==> src/rtl/axi2per_res_channel.sv <==
// Response stage of the AXI-to-peripheral bridge. It holds one pending transaction
// descriptor and returns the peripheral reply as a single-beat AXI R or B response.
module axi2per_res_channel #(
  parameter int PER_ID_WIDTH   = 5,
  parameter int AXI_ADDR_WIDTH = 32,
  parameter int AXI_DATA_WIDTH = 64,
  parameter int AXI_USER_WIDTH = 6,
  parameter int AXI_ID_WIDTH   = 3
) (
  input  logic                      clk_i,
  input  logic                      rst_i,
  input  logic                      per_slave_r_valid_i,
  input  logic                      per_slave_r_opc_i,
  input  logic [PER_ID_WIDTH-1:0]   per_slave_r_id_i,
  input  logic [31:0]               per_slave_r_rdata_i,
  input  logic                      trans_req_i,
  input  logic                      trans_we_i,
  input  logic [AXI_ID_WIDTH-1:0]   trans_id_i,
  input  logic [AXI_ADDR_WIDTH-1:0] trans_add_i,
  output logic                      trans_r_valid_o,
  output logic                      axi_slave_r_valid_o,
  output logic [AXI_DATA_WIDTH-1:0] axi_slave_r_data_o,
  output logic [1:0]                axi_slave_r_resp_o,
  output logic                      axi_slave_r_last_o,
  output logic [AXI_ID_WIDTH-1:0]   axi_slave_r_id_o,
  output logic [AXI_USER_WIDTH-1:0] axi_slave_r_user_o,
  input  logic                      axi_slave_r_ready_i,
  output logic                      axi_slave_b_valid_o,
  output logic [1:0]                axi_slave_b_resp_o,
  output logic [AXI_ID_WIDTH-1:0]   axi_slave_b_id_o,
  output logic [AXI_USER_WIDTH-1:0] axi_slave_b_user_o,
  input  logic                      axi_slave_b_ready_i
);

  generate
    if (AXI_DATA_WIDTH != 64) begin : g_bad_data_width
      $error("axi2per_res_channel supports only AXI_DATA_WIDTH = 64");
    end
  endgenerate

  typedef enum logic [1:0] {IDLE, WAIT_PER, RESP_R, RESP_B} state_t;

  state_t                  state_reg;
  logic                    we_reg;
  logic                    add2_reg;
  logic [AXI_ID_WIDTH-1:0] id_reg;
  logic [1:0]              resp_next;

  // The peripheral ID is not checked and only address bit 2 selects the data lane.
  logic unused_inputs;
  assign unused_inputs = ^{per_slave_r_id_i, trans_add_i};

  assign resp_next = per_slave_r_opc_i ? 2'b10 : 2'b00;

  assign axi_slave_r_user_o = '0;
  assign axi_slave_b_user_o = '0;

  // Completion is reported in the same cycle as the AXI handshake.
  assign trans_r_valid_o = ((state_reg == RESP_R) && axi_slave_r_ready_i) ||
                           ((state_reg == RESP_B) && axi_slave_b_ready_i);

  always_ff @(posedge clk_i or posedge rst_i) begin
    if (rst_i) begin
      state_reg           <= IDLE;
      we_reg              <= 1'b0;
      add2_reg            <= 1'b0;
      id_reg              <= '0;
      axi_slave_r_valid_o <= 1'b0;
      axi_slave_r_data_o  <= '0;
      axi_slave_r_resp_o  <= 2'b00;
      axi_slave_r_last_o  <= 1'b0;
      axi_slave_r_id_o    <= '0;
      axi_slave_b_valid_o <= 1'b0;
      axi_slave_b_resp_o  <= 2'b00;
      axi_slave_b_id_o    <= '0;
    end else begin
      case (state_reg)
        IDLE: begin
          if (trans_req_i) begin
            we_reg    <= trans_we_i;
            id_reg    <= trans_id_i;
            add2_reg  <= trans_add_i[2];
            state_reg <= WAIT_PER;
          end
        end
        WAIT_PER: begin
          if (per_slave_r_valid_i) begin
            if (we_reg) begin
              axi_slave_r_valid_o <= 1'b1;
              axi_slave_r_last_o  <= 1'b1;
              axi_slave_r_resp_o  <= resp_next;
              axi_slave_r_id_o    <= id_reg;
              axi_slave_r_data_o  <= add2_reg ? {per_slave_r_rdata_i, 32'h0}
                                              : {32'h0, per_slave_r_rdata_i};
              state_reg           <= RESP_R;
            end else begin
              axi_slave_b_valid_o <= 1'b1;
              axi_slave_b_resp_o  <= resp_next;
              axi_slave_b_id_o    <= id_reg;
              state_reg           <= RESP_B;
            end
          end
        end
        RESP_R: begin
          if (axi_slave_r_ready_i) begin
            axi_slave_r_valid_o <= 1'b0;
            axi_slave_r_last_o  <= 1'b0;
            state_reg           <= IDLE;
          end
        end
        RESP_B: begin
          if (axi_slave_b_ready_i) begin
            axi_slave_b_valid_o <= 1'b0;
            state_reg           <= IDLE;
          end
        end
        default: state_reg <= IDLE;
      endcase
    end
  end

endmodule

==> config.mk <==
export PLATFORM = sky130hd
export DESIGN_NAME = axi2per_res_channel
export DESIGN_NICKNAME = d
export VERILOG_FILES = /design/src/rtl/axi2per_res_channel.sv
export SDC_FILE = /design/constraint.sdc
export NUM_CORES = 1
export LEC_CHECK = 0
export CAP_MARGIN = 5
export CORE_MARGIN = 2
export CORE_UTILIZATION = 41
export DETAILED_ROUTE_END_ITERATION = 8
export GPL_TIMING_DRIVEN = 0
export PLACE_DENSITY = 0.78
export SLEW_MARGIN = 15
export SYNTH_ARGS = -nofsm -noshare
export SYNTH_HDL_FRONTEND = slang
export SYNTH_SLANG_ARGS = --single-unit
==> constraint.sdc <==
create_clock -name clk_i -period 3.2 [get_ports clk_i]
set_input_delay 0.8 -clock clk_i [delete_from_list [all_inputs] [get_ports clk_i]]
set_output_delay 0.8 -clock clk_i [all_outputs]
set_load 0.01 [all_outputs]
==> metrics, run 1 <==
most area-consuming cells after synthesis dfrtp_1 (58%), nand2_1 (11%), o21ai_0 (9.0%); mean area per synthesized cell 10.13 µm²; Post-CTS Setup Inserts 0; Cell Area, Synth 3495 µm²; R2R Path End axi_slave_r_data_o[35]; NetSw 1.562 mW; Setup Crit Path Kind in2out; final-layout worst hold slack 0.4819 ns; WP data required 2.40 ns; unrepaired setup endpoints after global routing no; worst reg-to-reg setup slack 1.76 ns; setup violators final 0; Inst Count DP 583; post-CTS resize count 0; Buf/Inv on CP 2; outcome complete, no violations; FF+latch area 2027 µm²; Int Power 3.021 mW; Gate power share 0.467; post-synth top area cell dfrtp_1; Placed Area 4888 µm²; Seq pwr share 0.374; Die W 96.32 µm; worst slack, placed 0.3581 ns; Cell Count, Final, Fillers Out 598; #FFs+latches synth 81; Die Area 9278 µm²; total power 4.583 mW; worst reg-to-reg path cell count 6; H-tree depth 3; Yosys warning count 0; first-pass GRT wire length 13460 µm; via count 2792; Worst Setup Start Kind input pin; RePlAce Congestion 0.7812; clk sinks 81; worst setup path start axi_slave_b_ready_i; share of cells above drive strength 1 0.1217; Core Area 8258 µm²; Switching Share 0.3408; antenna violations before repair 0; Biggest register axi_slave_r_data_o; crit path DAT 2.04 ns; largest net degree at the start of global routing 42; final wirelength 8597 µm; clk root buf clkbuf_8; final setup TNS 0 ns; Final period util 0.8881; leakage power 2.290 nW; Clock Path Buffers 2; initial core utilization 0.4232; most used cell, CP clkdlybuf4s50_1; area occupied by multi-input gates 1229 µm²; skew final 0.008755 ns; final instance area 5082 µm²; cell family with most CP delay buffers and inverters; post-detailed-route count of antenna-violating nets 0; Pins Over Slew Limit 0; crit end category primary output; Worst Tran Pin Value 0.5750 ns; power share of the clock group 0.160; metal3 WL 550 µm; met2 wire len 4241 µm; Tmin final 2.842 ns; CTS Hold Bufs 0; CP max stage delay 0.54 ns; Final Util 0.6155; vias per inst 4.669; HP Start axi_slave_r_data_o[22]; top cell type's share of synthesized area 0.5800; routed metal-1 wirelength 3657 µm; drc violations 0; register area share after synthesis 0.5800; Mapped Cells 345; slowest stage cell, crit path clkdlybuf4s50_1; Total Nets Final 569; GR Overflow Total 0; GRT Total Usage 0.1921; Max Clk Rate 351.9 MHz; PnR worst setup slack 0.3579 ns; Diodes inserted 0; area grow syn2layout 45.43%; highest metal used met4; Die H 96.32 µm; Largest register FFs 64; worst setup path end trans_r_valid_o; num ports 170; PwrDens 901.8 nW/µm²; Levels on crit path 4; final hold violation count 0; num rows 33; Crit Path Max Fanout 3; CP Cell Sequence clkdlybuf4s50_1 -> mux2i_1 -> nor2b_1 -> clkdlybuf4s50_1; Max-cap violations 0; Detailed Place HPWL 6504 µm; WL/cell 14.38 µm; worst hold path type reg2reg; Worst-Skew Late Latency 0.34 ns; maximum vdd drop 431.4 µV; Clock Pin Slew Worst Setup and Hold Paths 0.08 ns; number of global-route vias before repair 2805; relative slew slack 0.6166; TritonCTS buffer count 9; port bufs 119; r2r startpoint state_reg[1]; DR iter-0 viols 73; CTS tree yes; Netlist cell types 21; fillcell total 703; Initial DRT Pass Iterations 4
==> cell usage in the layout, fill, tap and decap left out <==
cell	Yosys	layout
buf_2	2	2
o21ai_1	5	5
mux2i_1	1	1
nand2b_1	34	34
and3b_1	1	1
clkbuf_8	0	10
nor3b_4	1	1
a21oi_1	1	1
nor2b_1	3	3
o21ai_0	63	63
clkinvlp_4	0	1
clkinv_4	0	1
a21o_1	1	1
dfrtp_1	81	81
buf_6	10	10
nand3_1	1	1
inv_4	0	1
bufinv_16	0	1
conb_1	1	14
mux2_2	10	10
nand4b_4	1	1
clkinv_2	0	2
clkbuf_1	11	11
clkdlybuf4s50_1	0	119
nand2_1	98	98
buf_4	16	16
buf_12	0	1
mux2_4	3	3
==> cell type report <==
cell class                      instances  area share
Sequential cell                        81      0.3988
Multi-Input combinational cell        237      0.2418
Timing Repair Buffer                  120      0.2383
Buffer                                 39     0.05588
Clock buffer                           10     0.02708
Tap cell                              105     0.02585
Clock inverter                          5     0.01108
Inverter                                1    0.001231
==> synth_stat cells <==
cell type and number:
dfrtp_1 81, o21ai_0 63, mux2_2 10, inv_1 1
buf_4 16, nand2b_1 34, nor3b_4 1, o21ai_1 5
buf_2 2, conb_1 1, a21oi_1 1, nand2_1 98
nand4b_4 1, buf_6 10, mux2i_1 1, and3b_1 1
clkbuf_1 11, nand3_1 1, nor2b_1 3, mux2_4 3
a21o_1 1
==> per-layer routing <==
layer  up-vias  track usage
met5         -            0
met3        15      0.05012
met4         0      0.07042
met1      1323       0.2376
li1       1368            -
met2        86       0.3241
==> cells by family after synthesis <==
family          count (synthesis)  share of synthesized area
other cells                     1                   0.001073
buf+inv                        40                    0.08235
compound gates                 70                     0.1010
mux                            14                    0.04798
simple gates                  139                     0.1876
flops                          81                     0.5800
==> how the worst min path moves through the flow <==
stage	slack, ns	cells after the start	end
3_3_place_gp	0.46	2	axi_slave_r_data_o[62]
2_1_floorplan	0.49	1	axi_slave_r_id_o[0]
4_1_cts	0.49	2	axi_slave_r_data_o[37]
5_1_grt	0.51	1	axi_slave_b_valid_o
3_5_place_dp	0.47	1	axi_slave_b_valid_o
6_report	0.48	2	axi_slave_r_data_o[22]
==> power by group through the flow <==
stage               Sequential [mW]  Clock [mW]  Combinational, mW
CTS                            1.72       0.751               2.17
global route                   1.77       0.799               2.35
floorplan                      1.89           0              0.847
global placement               1.71           0               2.10
finish                         1.71       0.732               2.14
detailed placement             1.74           0               2.17
==> worst register-to-register path: stages (launching register included) <==
cell and delay, ns:
dfrtp_1 0.38, buf_6 0.14, nand4b_4 0.25, buf_6 0.22, buf_6 0.15, nand2_1 0.06
o21ai_0 0.08
No activity file was read; power rests on OpenSTA's default activity.
==> run 2: changes to the inputs <==
TNS_END_PERCENT = 10   (was unset)
==> results of run 2 <==
Same layout as run 1: the final DEF is identical, and so are final timing and power.
==> run 3: changes to the inputs <==
REMOVE_ABC_BUFFERS = 1   (was unset)
SLEW_MARGIN = unset   (was 15)
==> metrics, run 3 (synthesis results as in run 1) <==
Max Clk Rate 349.6 MHz (-0.65%); final hold violation count 0 (unchanged); Detailed Place HPWL 5136 µm (-21%); post-CTS resize count 0 (unchanged); via count 2550 (-8.7%); GRT Total Usage 0.1639 (-0.02816); num ports 170 (unchanged); Pins Over Slew Limit 0 (unchanged); fillcell total 724 (+3.0%); Die H 96.32 µm (unchanged); Int Power 2.987 mW (-1.1%); power share of the clock group 0.174 (+0.014); Diodes inserted 0 (unchanged); num rows 33 (unchanged); share of cells above drive strength 1 0.07033 (-0.05137); final wirelength 7281 µm (-15%); number of global-route vias before repair 2397 (-15%); TritonCTS buffer count 9 (unchanged); area grow syn2layout 38.35%; CP max stage delay 0.53 ns (about the same); initial core utilization 0.4232 (unchanged); Clock Pin Slew Worst Setup and Hold Paths 0.07 ns (about the same); RePlAce Congestion 0.7261 (-7.1%); Post-CTS Setup Inserts 0 (unchanged); commonest non-fill, non-tap cell in the layout clkdlybuf4s50_1; setup violators final 0 (unchanged); leakage power 2.140 nW (-6.6%); CTS tree yes; most used cell, CP clkdlybuf4s50_1; Die W 96.32 µm (unchanged); area occupied by multi-input gates 1229 µm² (unchanged); relative slew slack 0.3670 (-0.2496); Worst-Skew Late Latency 0.34 ns (about the same); Clock Path Buffers 2 (unchanged); worst hold path type reg2reg; WP data required 2.40 ns (about the same); most frequent cells in the layout clkdlybuf4s50_1 (119), nand2_1 (98), dfrtp_1 (80), o21ai_0 (63), nand2b_1 (34); CP Cell Sequence clkdlybuf4s50_1 -> mux2i_1 -> nor2b_1 -> clkdlybuf4s50_1; maximum vdd drop 376.6 µV (-13%); vias per inst 4.554 (-2.5%); H-tree depth 3 (unchanged); Biggest register axi_slave_r_data_o; NetSw 1.463 mW (-6.4%); port bufs 119 (unchanged); clk root buf clkbuf_8; clk sinks 81 (unchanged); antenna violations before repair 0 (unchanged); slowest stage cell, crit path clkdlybuf4s50_1; crit path DAT 2.06 ns (+0.02 ns); drc violations 0 (unchanged); GR Overflow Total 0 (unchanged); worst slack, placed 0.3233 ns (-0.03478 ns); Crit Path Max Fanout 3 (unchanged); Die Area 9278 µm² (unchanged); Tmin final 2.861 ns (+0.01872 ns); Worst Tran Pin Value 0.9494 ns (+0.3744 ns); largest net degree at the start of global routing 80 (+90%); Worst Setup Start Kind input pin; PwrDens 920.5 nW/µm² (+2.1%); Final period util 0.8940 (+0.005849); Setup Crit Path Kind in2out; crit end category primary output; unrepaired setup endpoints after global routing no; outcome complete, no violations; CTS Hold Bufs 0 (unchanged); Largest register FFs 64 (unchanged); first-pass GRT wire length 11630 µm (-14%); Gate power share 0.416 (-0.051); Total Nets Final 531 (-6.7%); DR iter-0 viols 74 (+1.4%); Max-cap violations 0 (unchanged); final-layout worst hold slack 0.4784 ns (-0.003499 ns); Seq pwr share 0.410 (+0.036); Initial DRT Pass Iterations 4 (unchanged); FF+latch area 2028 µm² (about the same); post-detailed-route count of antenna-violating nets 0 (unchanged); PnR worst setup slack 0.3392 ns (-0.01872 ns); WL/cell 13.00 µm (-9.6%); Core Area 8258 µm² (unchanged); skew final 0.007349 ns (-0.001406 ns); Switching Share 0.3287 (-0.01214)
[run 3: final timing paths]
path                                        from                endpoint  slack, ns  cells past startpoint
setup / recovery             axi_slave_b_ready_i         trans_r_valid_o       0.34                      4
hold reg to reg            axi_slave_r_data_o[8]   axi_slave_r_data_o[8]       0.48                      2
min in group asynchronous                  rst_i  axi_slave_r_data_o[54]       0.85                      2
max in group asynchronous                  rst_i                add2_reg       1.75                      3
hold / removal             axi_slave_r_data_o[8]   axi_slave_r_data_o[8]       0.48                      2
setup reg to reg                    state_reg[1]     axi_slave_r_id_o[1]       1.11                      3
[run 3: power by group through the flow]
| stage | registers [mW] | logic, mW | clock network (mW) |
|---|---|---|---|
| after global placement | 1.83 | 1.81 | 0 |
| after CTS | 1.84 | 1.88 | 0.795 |
| after global routing | 1.90 | 2.05 | 0.833 |
| after floorplan | 1.98 | 0.632 | 0 |
| final | 1.83 | 1.85 | 0.774 |
| after detailed placement | 1.86 | 1.87 | 0 |
[run 3: worst max-delay path, delay by kind of cell]
kind / cells / cell delay (ns)
muxes: 1 / 0.10
buffers and inverters: 2 / 1.04
and+or+nand+nor: 1 / 0.11
[run 3: cell type report]
cell class / count / share of cell area
sequential: 81 / 0.4195
timing repair buffer: 121 / 0.2562
multi-input combinational: 237 / 0.2541
clock buffer: 11 / 0.02717
tap: 105 / 0.02717
clock inverter: 4 / 0.01449
inverter: 1 / 0.001294
[run 3: layer usage]
layer,vias to the layer above,track usage,routed length [µm],part of all wire
li1,1291,-,-,-
met3,11,0.05168,561,0.077
met1,1162,0.2104,3232,0.44
met4,0,0.06338,102,0.014
met5,-,0,0,0
met2,86,0.2593,3384,0.46
[run 3: metrics by stage]
stage                     cells  setup TNS (ns)  instance area [µm²]  power, mW    util
final                       560               0                 4835      4.450  0.5855
after global routing        560               0                 4835      4.779  0.5855
after CTS                   560               0                 4835      4.511  0.5855
after detailed placement    545               0                 4633      3.727  0.5611
after global placement      543          -72.01                 4582      3.641  0.5548
after floorplan             319               0                 3259      2.611       -
